`src/rtl/pool_ctrl.sv`:
```
// APB-programmed sequencer for the pooling datapath: job configuration,
// four-phase start/done handshake with the datapath, and job latency counter.
module pool_ctrl #(
  parameter int ADDR_W = 16,
  parameter int CNT_W  = 32
) (
  input  logic        clk,
  input  logic        rstn,
  input  logic [31:0] PADDR,
  input  logic        PSEL,
  input  logic        PENABLE,
  input  logic        PWRITE,
  input  logic [31:0] PWDATA,
  output logic [31:0] PRDATA,
  output logic        PREADY,
  output logic        PSLVERR,
  output logic        pool_start,
  input  logic        pool_done,
  output logic [7:0]  cfg_width,
  output logic [7:0]  cfg_channel,
  output logic        busy
);

  typedef enum logic [1:0] {
    S_IDLE = 2'd0,
    S_RUN  = 2'd1,
    S_ACK  = 2'd2,
    S_DONE = 2'd3
  } state_t;

  localparam logic [ADDR_W-1:0] OFF_CTRL   = ADDR_W'(32'h00);
  localparam logic [ADDR_W-1:0] OFF_STATUS = ADDR_W'(32'h04);
  localparam logic [ADDR_W-1:0] OFF_CFG    = ADDR_W'(32'h08);
  localparam logic [ADDR_W-1:0] OFF_CYCLES = ADDR_W'(32'h0C);

  state_t             state, state_nxt;
  logic               start_acc;
  logic               done;
  logic               cfg_rejected;
  logic [CNT_W-1:0]   cycles;

  logic [ADDR_W-1:0]  addr;
  logic               access, wr_en, rd_en;
  logic               sel_ctrl, sel_status, sel_cfg, sel_cycles, mapped;
  logic               start_wr, clr_wr;

  // Upper address and data bits are deliberately not decoded.
  generate
    if (ADDR_W < 32) begin : g_unused_addr
      logic unused_addr;
      assign unused_addr = ^PADDR[31:ADDR_W];
    end
  endgenerate
  logic unused_wdata;
  assign unused_wdata = ^PWDATA[31:16];

  assign addr       = PADDR[ADDR_W-1:0];
  assign access     = PSEL & PENABLE;
  assign wr_en      = access & PWRITE;
  assign rd_en      = access & ~PWRITE;
  assign sel_ctrl   = (addr == OFF_CTRL);
  assign sel_status = (addr == OFF_STATUS);
  assign sel_cfg    = (addr == OFF_CFG);
  assign sel_cycles = (addr == OFF_CYCLES);
  assign mapped     = sel_ctrl | sel_status | sel_cfg | sel_cycles;
  assign start_wr   = wr_en & sel_ctrl & PWDATA[0];
  assign clr_wr     = wr_en & sel_ctrl & PWDATA[1];

  assign PREADY     = 1'b1;
  assign PSLVERR    = access & ~mapped;
  // Decoded from the state register so reset drops the request asynchronously.
  assign pool_start = (state == S_RUN);
  assign busy       = (state == S_RUN) || (state == S_ACK);
  assign done       = (state == S_DONE);

  // NOTE: sequential state uses non-blocking assignments so every flop samples
  // pre-edge values regardless of process ordering.
  always_ff @(posedge clk or negedge rstn) begin
    if (!rstn) state <= S_IDLE;
    else       state <= state_nxt;
  end

  // NOTE: every combinational output gets a default before the case so no
  // path leaves it unassigned, which would infer a latch.
  always_comb begin
    state_nxt = state;
    start_acc = 1'b0;
    unique case (state)
      S_IDLE: begin
        if (start_wr) begin
          state_nxt = S_RUN;
          start_acc = 1'b1;
        end
      end
      S_RUN:  if (pool_done)  state_nxt = S_ACK;
      S_ACK:  if (!pool_done) state_nxt = S_DONE;
      S_DONE: begin
        if (start_wr) begin
          state_nxt = S_RUN;
          start_acc = 1'b1;
        end else if (clr_wr) begin
          state_nxt = S_IDLE;
        end
      end
      default: state_nxt = S_IDLE;
    endcase
  end

  // Latency counter: restarts on an accepted start, saturates instead of wrapping.
  always_ff @(posedge clk or negedge rstn) begin
    if (!rstn) begin
      cycles <= '0;
    end else if (start_acc) begin
      cycles <= '0;
    end else if (busy && (cycles != {CNT_W{1'b1}})) begin
      cycles <= cycles + CNT_W'(1);
    end
  end

  // Configuration is frozen while a job is in flight; blocked writes are flagged.
  always_ff @(posedge clk or negedge rstn) begin
    if (!rstn) begin
      cfg_width    <= 8'd0;
      cfg_channel  <= 8'd0;
      cfg_rejected <= 1'b0;
    end else begin
      if (wr_en && sel_cfg) begin
        if (busy) begin
          cfg_rejected <= 1'b1;
        end else begin
          cfg_width   <= PWDATA[7:0];
          cfg_channel <= PWDATA[15:8];
        end
      end
      if (clr_wr) cfg_rejected <= 1'b0;
    end
  end

  always_comb begin
    PRDATA = 32'd0;
    if (rd_en) begin
      if (sel_status)      PRDATA = {29'd0, cfg_rejected, done, busy};
      else if (sel_cfg)    PRDATA = {16'd0, cfg_channel, cfg_width};
      else if (sel_cycles) PRDATA = 32'(cycles);
    end
  end

endmodule

```
`config.mk`:
```
export PLATFORM = sky130hd
export DESIGN_NAME = pool_ctrl
export DESIGN_NICKNAME = d
export VERILOG_FILES = /design/src/rtl/pool_ctrl.sv
export SDC_FILE = /design/constraint.sdc
export NUM_CORES = 1
export LEC_CHECK = 0
export ABC_AREA = 1
export CORE_UTILIZATION = 47
export DETAILED_ROUTE_END_ITERATION = 10
export PLACE_DENSITY = 0.82
export SETUP_SLACK_MARGIN = 0.5
export SYNTH_ARGS = -nofsm -noshare
export SYNTH_HDL_FRONTEND = slang
export SYNTH_SLANG_ARGS = --single-unit
```
`constraint.sdc`:
```
create_clock -name clk -period 2.33 [get_ports clk]
set_input_delay 0.466 -clock clk [delete_from_list [all_inputs] [get_ports clk]]
set_output_delay 0.466 -clock clk [all_outputs]
set_load 0.03 [all_outputs]
```
==> results of run 1 <==
## synthesized netlist by cell type
master / number
nor2_1: 52
o21ai_0: 10
o21bai_1: 3
nand4_1: 24
nand3_1: 49
buf_4: 1
nor3_1: 32
nand2_2: 5
inv_1: 40
a21oi_1: 16
nor3_4: 2
nand2_4: 1
ha_1: 6
nor2_8: 1
mux2i_1: 1
conb_1: 1
buf_6: 5
nor2_4: 2
nor3_2: 1
nor2_2: 2
nand2_1: 223
clkinv_1: 1
nand3b_1: 2
inv_4: 1
dfrtp_1: 51
clkbuf_1: 4
or2_2: 4
xor2_1: 6
inv_2: 11
buf_2: 9
## what timing repair did
action	CTS	global route
hold buffers	0	0
setup endpoints to repair	82	64
pin swaps	34	30
hold endpoints to repair	0	0
gates resized for setup	166	46
setup buffers	18	16
cloned	7	0
## cell usage in the layout (no fill, tap or decap), drive strengths merged, types with 6 or more instances in the layout
cell | synthesis | routed
inv | 52 | 53
ha | 6 | 6
nand3 | 49 | 49
clkbuf | 4 | 10
nor3 | 35 | 35
a21oi | 16 | 16
nand4 | 24 | 24
nand2 | 229 | 229
nor2 | 57 | 59
clkdlybuf4s50 | 0 | 17
dlygate4sd2 | 0 | 19
buf | 15 | 114
o21ai | 10 | 10
xor2 | 6 | 6
dfrtp | 51 | 51
## flip-flops by register name, indices dropped and copies added (netlist names)
| register | cells |
|---|---|
| state | 2 |
| cycles | 32 |
| cfg_channel | 8 |
| cfg_width | 8 |
| cfg_rejected | 1 |
## worst max-delay path by stage
stage | from | endpoint | slack, ns | cells after the start
floorplan | PADDR[1] | PRDATA[10] | 0.32 | 8
global placement | PADDR[9] | PRDATA[4] | -0.23 | 9
detailed placement | PADDR[1] | PRDATA[1] | -0.28 | 9
CTS | PADDR[12] | PRDATA[11] | 0.10 | 11
global route | PADDR[10] | PRDATA[2] | -0.03 | 11
finish | PADDR[10] | PRDATA[2] | 0.03 | 11
## per-stage QoR
stage | setup TNS (ns) | utilization [%] | total power [mW] | cell area [um^2]
floorplan | 0 | - | 2.08 | 4230
global route | -0.0705 | 82.4 | 3.73 | 6110
finish | 0 | 82.4 | 3.60 | 6110
global placement | -6.35 | 70.8 | 2.31 | 5250
CTS | 0 | 79.4 | 3.30 | 5880
detailed placement | -8.20 | 70.8 | 2.35 | 5250
## logic make-up after synthesis
kind of cell	count (synthesis)	synth area share, %
XOR/XNOR	6	1.43
flip-flops	51	34.8
buffers and inverters	72	8.88
other	1	0.102
AND/OR/NAND/NOR	400	48.3
adder cells (fa/ha/maj)	6	2.05
multiplexers	1	0.273
AO/OA/AOI/OAI	29	4.17
## power by group through the flow
| stage | sequential [mW] | combinational, mW | clock (mW) |
|---|---|---|---|
| 2_1_floorplan | 1.04 | 1.04 | 0 |
| 3_3_place_gp | 1.06 | 1.25 | 0 |
| 3_5_place_dp | 1.06 | 1.28 | 0 |
| 4_1_cts | 1.02 | 1.60 | 0.675 |
| 5_1_grt | 1.05 | 1.95 | 0.719 |
| 6_report | 1.05 | 1.87 | 0.684 |
## routing by layer
layer / part of all wire (%) / up-vias / global-route usage (%)
met3: 8.7 / 84 / 5.56
met4: 4.6 / 0 / 16.7
met2: 49 / 321 / 54.2
met1: 38 / 2181 / 39.3
met5: 0 / - / 0
li1: - / 2110 / -
## cell type report
type                       count  area share (%)
multi-input combinational    445            45.5
timing repair buffer         154            25.6
sequential                    51            21.1
inverter                      53            3.71
tap                           99            2.03
clock buffer                   6            1.35
clock inverter                 2           0.635
timing repair inverter         1           0.123
## critical path, stage by stage
cell and delay [ns]:
buf_2 0.12, nor2_4 0.07, nand2_2 0.07, nor2_4 0.22, nand3_4 0.13, buf_4 0.16, buf_4 0.14, nor2_1 0.13
o21bai_1 0.12, inv_2 0.08, buf_6 0.12
==> summary.txt, run 1 <==
Run status
  – Status: finished, final reports clean

Synthesis
  – Post-synth top area share: 34.8%
  – Leading post-synthesis cells by cell area: dfrtp_1 (35%), nand2_1 (23%), nand3_1 (6.7%)
  – Synthesized area per cell: 6.47 um^2
  – Synth Net Count: 642
  – Distinct cells, synth: 30
  – Ys Warns: 0
  – Yosys top cell by area: dfrtp_1
  – Post-synthesis sequential area ratio: 34.8%
  – Synthesized area: 3660 um^2
  – Cells after Synth: 566
  – Yosys reg bits: 51

Placement
  – Hpwl dp: 8320 um
  – RePlAce Congestion: 0.917
  – Placed insts: 762
  – Dpl ws: -0.281 ns
  – PortBufs: 88

Critical path
  – R2r setup slk: 0.34 ns
  – R2r startpoint: cycles[1]$_DFFE_PN0P_
  – Depth of the most critical reg-to-reg path: 8
  – Critical setup path kind: in -> out
  – Crit path required time: 1.86 ns
  – Kind of start point of the critical path: primary input
  – Critical Path Fanout Max: 4
  – R2R Path End: cycles[13]$_DFFE_PN0P_
  – Critical Path End Type: output pin
  – Data arrival, critical path: 1.83 ns

Timing
  – Hold_ws: 0.193 ns
  – # setup viols final: 0
  – Fin crit share: 98.5%
  – Worst-Margin Slew: 0.734 ns
  – Min cycle time layout: 2.30 ns
  – RSZ-0062 raised after global routing: true
  – Worst rel slew slack: 51.1%
  – FMAX: 436 MHz
  – Setup ws final: 0.0350 ns
  – Layout Skew: 0.0125 ns
  – Pins Over Slew Limit: 0
  – Final Hold Vio Count: 0

Route
  – Iteration-0 DRC Markers: 574
  – Routed len/inst: 18.0 um
  – Final ANT Viol Nets: 0
  – Vias per cell: 5.79
  – DR DRC count: 0
  – Pre-antenna DRT Iters: 8
  – Final WL: 14600 um
  – Via count: 4696

Flow run
  – Max Cap Viol: 0

Global routing
  – Vias in the first global route: 4258
  – GRT Residual Overflow: 0
  – Antenna violations before repair: 0
  – Total track usage: 32.1%
  – First-pass GRT wire length: 20700 um
  – Largest net degree at the start of global routing: 30

Die
  – Core area: 7410 um^2
  – Ports: 122
  – Starting Density: 49.5%
  – Die area: 8150 um^2
  – FP Rows: 31
  – Die Y: 90.3 um
  – Die Width: 90.3 um

CTS
  – CTS H-tree lvls: 2
  – Clock root buffer: clkbuf_8
  – TritonCTS clock tree: done
  – Clock transition at the registers of the reported paths: 0.11 ns
  – Clock latency on the worst-skew pair: 0.32 ns
  – Num CTS Buffers: 5
  – Total clock sinks: 51
  – Maximum root-to-sink buffer count: 2

Final layout
  – Layout Cells excl Fill: 811
  – Ant. Diodes: 0
  – Fillers: 427
  – Multi-input gate area: 2780 um^2
  – Layout cells sized above 1: 36.7%
  – Layout area overhead: 66.7%
  – # nets final: 787
  – Register area: 1290 um^2

Worst hold path
  – Worst hold path type: in -> async

Power and ir drop
  – Flop pwr share: 29.2%
  – Psw: 1.65 mW
  – Part of the power in the clock network: 19.0%
  – Lkg Pwr: 3.23 nW
  – Combinational fraction of design power: 51.9%
  – P per Cell Area: 590 nW/um^2
  – Max VDD drop: 0.608 mV
  – Sw Ratio: 45.8%
  – Internal power: 1.95 mW
Power figures use the tool's default switching activity.
==> run 2: changes to the inputs <==
- SKIP_CTS_REPAIR_TIMING: unset -> 1
==> summary.txt, run 2 (synthesis results as in run 1) <==
Run status
  – Status: finished, final reports clean

Die
  – Die Width: 90.3 um
  – Core area: 7410 um^2
  – Ports: 122
  – FP Rows: 31
  – Starting Density: 49.5%
  – Die Y: 90.3 um
  – Die area: 8150 um^2

Timing
  – Min cycle time layout: 2.27 ns
  – FMAX: 440 MHz
  – Hold_ws: 0.186 ns
  – Final Hold Vio Count: 0
  – Worst-Margin Slew: 0.714 ns
  – Fin crit share: 97.6%
  – # setup viols final: 0
  – Setup TNS: 0 ns
  – Layout Skew: 0.00849 ns
  – Worst rel slew slack: 52.4%
  – Pins Over Slew Limit: 0
  – RSZ-0062 raised after global routing: true

Critical path
  – Data arrival, critical path: 1.81 ns
  – R2R Path End: cycles[10]$_DFFE_PN0P_
  – WP depth: 9
  – Critical setup path kind: in -> out
  – CP peak stage delay: 0.19 ns
  – CP delay by family, top: simple AND/OR/NAND/NOR gates
  – Cell Chain, Critical Path: dlymetal6s2s_1, nor2_4, inv_2, nor3_4, nand3_4, inv_4, nand2_1, a21oi_4, buf_4
  – Kind of start point of the critical path: primary input
  – Slowest CP cell: nand3_4
  – Worst Path Buf+Inv: 4
  – Crit path required time: 1.86 ns
  – Depth of the most critical reg-to-reg path: 9
  – R2r setup slk: 0.48 ns
  – R2r startpoint: state[0]$_DFFE_PN0P_
  – Critical Path End Type: output pin
  – Critical Path Fanout Max: 13

CTS
  – TritonCTS clock tree: done
  – Num CTS Buffers: 5
  – Clock transition at the registers of the reported paths: 0.10 ns
  – Total clock sinks: 51
  – Maximum root-to-sink buffer count: 2
  – Clock latency on the worst-skew pair: 0.32 ns
  – Clock root buffer: clkbuf_8
  – CTS H-tree lvls: 2

Global routing
  – Vias in the first global route: 3836
  – Total track usage: 27.1%
  – Antenna violations before repair: 0
  – First-pass GRT wire length: 17900 um
  – Largest net degree at the start of global routing: 30
  – GRT Residual Overflow: 0

Power and ir drop
  – Max VDD drop: 0.460 mV
  – Psw: 1.54 mW
  – Part of the power in the clock network: 19.4%
  – Combinational fraction of design power: 50.5%
  – Lkg Pwr: 3.46 nW
  – Power consumption: 3.52 mW
  – Flop pwr share: 30.1%
  – Sw Ratio: 43.8%
  – P per Cell Area: 582 nW/um^2
  – Internal power: 1.98 mW

Final layout
  – Reg with most FFs: cycles
  – Top Registers: cycles (32), cfg_channel (8), cfg_width (8)
  – Final Instance Area: 6050 um^2
  – Max reg flops: 32
  – Ant. Diodes: 0
  – Most frequent cells in the layout: nand2_1 (202), buf_4 (47), nor2_1 (44)
  – Layout cells sized above 1: 33.3%
  – Commonest non-fill, non-tap cell in the layout: nand2_1
  – Layout area overhead: 65.2%
  – # nets final: 780

Placement
  – PortBufs: 88
  – Hpwl dp: 8320 um
  – RePlAce Congestion: 0.917
  – DP Area: 5250 um^2

Route
  – Vias per cell: 5.59
  – Via count: 4492
  – Final WL: 13600 um
  – Final ANT Viol Nets: 0
  – Pre-antenna DRT Iters: 6
  – DR DRC count: 0
  – Iteration-0 DRC Markers: 360
  – Routed len/inst: 16.9 um

Worst hold path
  – Worst hold path type: in -> async

Flow run
  – Max Cap Viol: 0
==> run 2: changes by cell type in the layout (fill, tap and decap cells not counted), sizes merged <==
cell	delta
buf	-21
clkbuf	+7
clkinv	+1
clkinvlp	-1
dlygate4sd2	-19
dlymetal6s2s	+27
inv	-1
==> run 2: per-layer routing <==
layer	vias up	global-route usage, %	routed length, um
met2	259	45.0	6840
li1	2095	-	-
met5	-	0	0
met4	0	10.2	607
met1	2074	35.5	5110
met3	64	4.80	1060
==> run 2: cell type report <==
cell class              instances  area (um^2)
well taps                      99          124
flip-flops and latches         51         1290
multi-input cells             445         2720
fillers                       451         1360
repair buffers                148         1580
clock buffers                   6         82.6
clock inverters                 2         38.8
inverters                      53          216
==> run 2: power groups by stage <==
stage	Clock [mW]	Combinational (mW)	Sequential, mW
final	0.685	1.78	1.06
after global routing	0.727	1.87	1.07
after CTS	0.675	1.29	1.05
after detailed placement	0	1.28	1.06
after global placement	0	1.25	1.06
after floorplan	0	1.04	1.04
==> run 2: worst max-delay path by stage <==
stage                   start    endpoint  slack (ns)
finish               PADDR[1]   PRDATA[5]        0.06
global route        PADDR[10]   PRDATA[0]       -0.01
floorplan            PADDR[1]  PRDATA[10]        0.32
global placement     PADDR[9]   PRDATA[4]       -0.23
detailed placement   PADDR[1]   PRDATA[1]       -0.28
CTS                  PADDR[1]   PRDATA[1]       -0.28
==> run 2: per-stage QoR <==
step / cells / worst slack, ns / util (%)
3_3_place_gp: 762 / -0.231 / 70.8
2_1_floorplan: 566 / 0.322 / -
5_1_grt: 804 / -0.0107 / 81.7
4_1_cts: 770 / -0.281 / 72.5
6_report: 804 / 0.0551 / 81.7
3_5_place_dp: 762 / -0.281 / 70.8
==> run 3: changes to the inputs <==
- ABC_AREA: 1 -> unset
- CORE_UTILIZATION: 47 -> 44
- PLACE_DENSITY: 0.82 -> 0.81
==> summary.txt, run 3 <==
Run status
  – Status: finished, final reports clean

Placement
  – Hpwl dp: 6070 um
  – RePlAce Congestion: 0.823
  – Dpl ws: -0.479 ns
  – PortBufs: 88
  – DP Area: 4510 um^2

Route
  – Final WL: 10300 um
  – Vias per cell: 5.82
  – Pre-antenna DRT Iters: 4
  – Iteration-0 DRC Markers: 194
  – Routed len/inst: 18.0 um
  – DR DRC count: 0
  – Final ANT Viol Nets: 0
  – Via count: 3332

Synthesis
  – Post-synthesis sequential area ratio: 40.8%
  – Yosys reg bits: 51
  – Yosys top cell by area: dfrtp_1
  – Synth Net Count: 409
  – Synthesized area per cell: 9.40 um^2
  – Distinct cells, synth: 45
  – Commonest cells in the netlist: dfrtp_1 (51), nor2_1 (28), nand2_1 (25), and3_1 (23)
  – Cells after Synth: 333
  – Synthesized area: 3130 um^2
  – Most numerous cell in the Yosys netlist: dfrtp_1
  – Leading post-synthesis cells by cell area: dfrtp_1 (41%), mux2i_1 (6.4%), mux2_2 (5.8%)
  – Ys flop type: dfrtp_1
  – Post-synth top area share: 40.8%
  – Post-synth EDFFs: 0
  – Post-synthesis async set-or-reset flop share: 100%
  – Ys Warns: 0

Final layout
  – Layout cells sized above 1: 52.0%
  – Layout area overhead: 73.1%
  – Commonest non-fill, non-tap cell in the layout: buf_4
  – Ant. Diodes: 0
  – # nets final: 553
  – Util after Layout: 79.3%
  – Top Registers: cycles (32), cfg_channel (8), cfg_width (8)
  – Reg with most FFs: cycles
  – Multi-input gate area: 2260 um^2
  – Register area: 1300 um^2
  – Final Instance Area: 5420 um^2
  – Fillers: 389
  – Most frequent cells in the layout: buf_4 (48), buf_6 (42), dfrtp_1 (33)
  – Max reg flops: 32

Worst hold path
  – Worst hold path type: in -> async

Global routing
  – Vias in the first global route: 2883
  – Antenna violations before repair: 0
  – Largest net degree at the start of global routing: 30
  – GRT Residual Overflow: 0
  – Total track usage: 22.4%
  – First-pass GRT wire length: 13300 um

Timing
  – Setup ws final: 0.0151 ns
  – FMAX: 432 MHz
  – Fin crit share: 99.4%
  – # setup viols final: 0
  – Worst rel slew slack: 58.4%
  – Hold_ws: 0.156 ns
  – Final Hold Vio Count: 0
  – Worst-Margin Slew: 0.624 ns
  – RSZ-0062 raised after global routing: true
  – Layout Skew: 0.0165 ns
  – Min cycle time layout: 2.31 ns
  – Pins Over Slew Limit: 0

Die
  – Ports: 122
  – FP Rows: 30
  – Die Y: 86.3 um
  – Core area: 6830 um^2
  – Die Width: 86.3 um
  – Starting Density: 45.8%
  – Die area: 7450 um^2

Critical path
  – Depth of the most critical reg-to-reg path: 8
  – Critical Path Fanout Max: 8
  – Data arrival, critical path: 1.85 ns
  – R2R Path End: cycles[15]$_DFFE_PN0P_
  – Crit path required time: 1.86 ns
  – Kind of start point of the critical path: primary input
  – Critical Path End Type: output pin
  – R2r setup slk: 0.16 ns
  – R2r startpoint: state[1]$_DFFE_PN0P_
  – Critical setup path kind: in -> out

Power and ir drop
  – Lkg Pwr: 2.65 nW
  – Power consumption: 3.46 mW
  – P per Cell Area: 638 nW/um^2
  – Max VDD drop: 0.380 mV

CTS
  – Maximum root-to-sink buffer count: 2
  – Clock transition at the registers of the reported paths: 0.10 ns
  – Clock latency on the worst-skew pair: 0.31 ns
  – Clock root buffer: clkbuf_8
  – CTS H-tree lvls: 2
  – Total clock sinks: 51
  – TritonCTS clock tree: done
  – Num CTS Buffers: 5

Flow run
  – Max Cap Viol: 0
## run 3: cell count changes after synthesis, sizes merged, moves of 11 or more
cell   delta
and3     +24
inv      -44
mux2     +16
mux2i    +19
nand2   -204
nand3    -38
nor2     -29
nor3     -26
or3      +11
## run 3: worst max path at each step
stage,startpoint,slack [ns],endpoint,cells after the start
after global placement,PADDR[13],-0.43,PRDATA[18],6
after floorplan,PADDR[6],0.21,PRDATA[21],6
after global routing,PADDR[14],-0.03,PRDATA[16],6
after CTS,PADDR[13],-0.48,PRDATA[19],6
after detailed placement,PADDR[13],-0.48,PRDATA[19],6
final,PADDR[8],0.02,PRDATA[19],6
## run 3: worst max-delay path, stage by stage
cell and delay [ns]:
dlymetal6s2s_1 0.14, nor4_4 0.27, and4_4 0.34, and3_4 0.29, and3_4 0.22, buf_12 0.11
## run 3: where the power goes
group | leakage (nW) | switching [mW] | internal [mW]
clock network | 0.0502 | 0.296 | 0.314
registers | 0.562 | 0.199 | 1.02
logic | 2.04 | 0.881 | 0.747
total | 2.65 | 1.38 | 2.08
## run 3: kinds of logic (layout without fill, tap and decap cells)
group                      count (synthesis)  in the layout  share of synthesized area, %
muxes                                     36             36                          12.2
DFF                                       51             51                          40.8
xor gates and xnor gates                   7              7                          1.96
AOI/OAI and AO/OA                         60             60                          11.8
other                                      1              1                         0.120
and+or+nand+nor                          145            147                          26.9
adders and majority gates                  6              6                          2.40
buffers and inverters                     27            169                          3.88
## run 3: area by class of cell
class	count	area share, %
tap	96	2.22
timing repair buffer	153	29.4
inverter	9	0.624
clock inverter	2	0.693
sequential	51	24.0
clock buffer	5	1.27
multi-input combinational	257	41.8
## run 3: stage by stage
stage	TNS (ns)	std cells
after floorplan	0	333
after global placement	-21.00	525
after detailed placement	-24.91	525
after CTS	-15.10	532
after global routing	-0.243	573
final	0	573
## run 3: routing by layer
| metal | up-vias | GRT usage [%] | wire [um] |
|---|---|---|---|
| li1 | 1525 | - | - |
| met1 | 1645 | 28.0 | 4210 |
| met2 | 142 | 39.1 | 5240 |
| met3 | 20 | 4.48 | 657 |
| met4 | 0 | 6.97 | 199 |
| met5 | - | 0 | 0 |
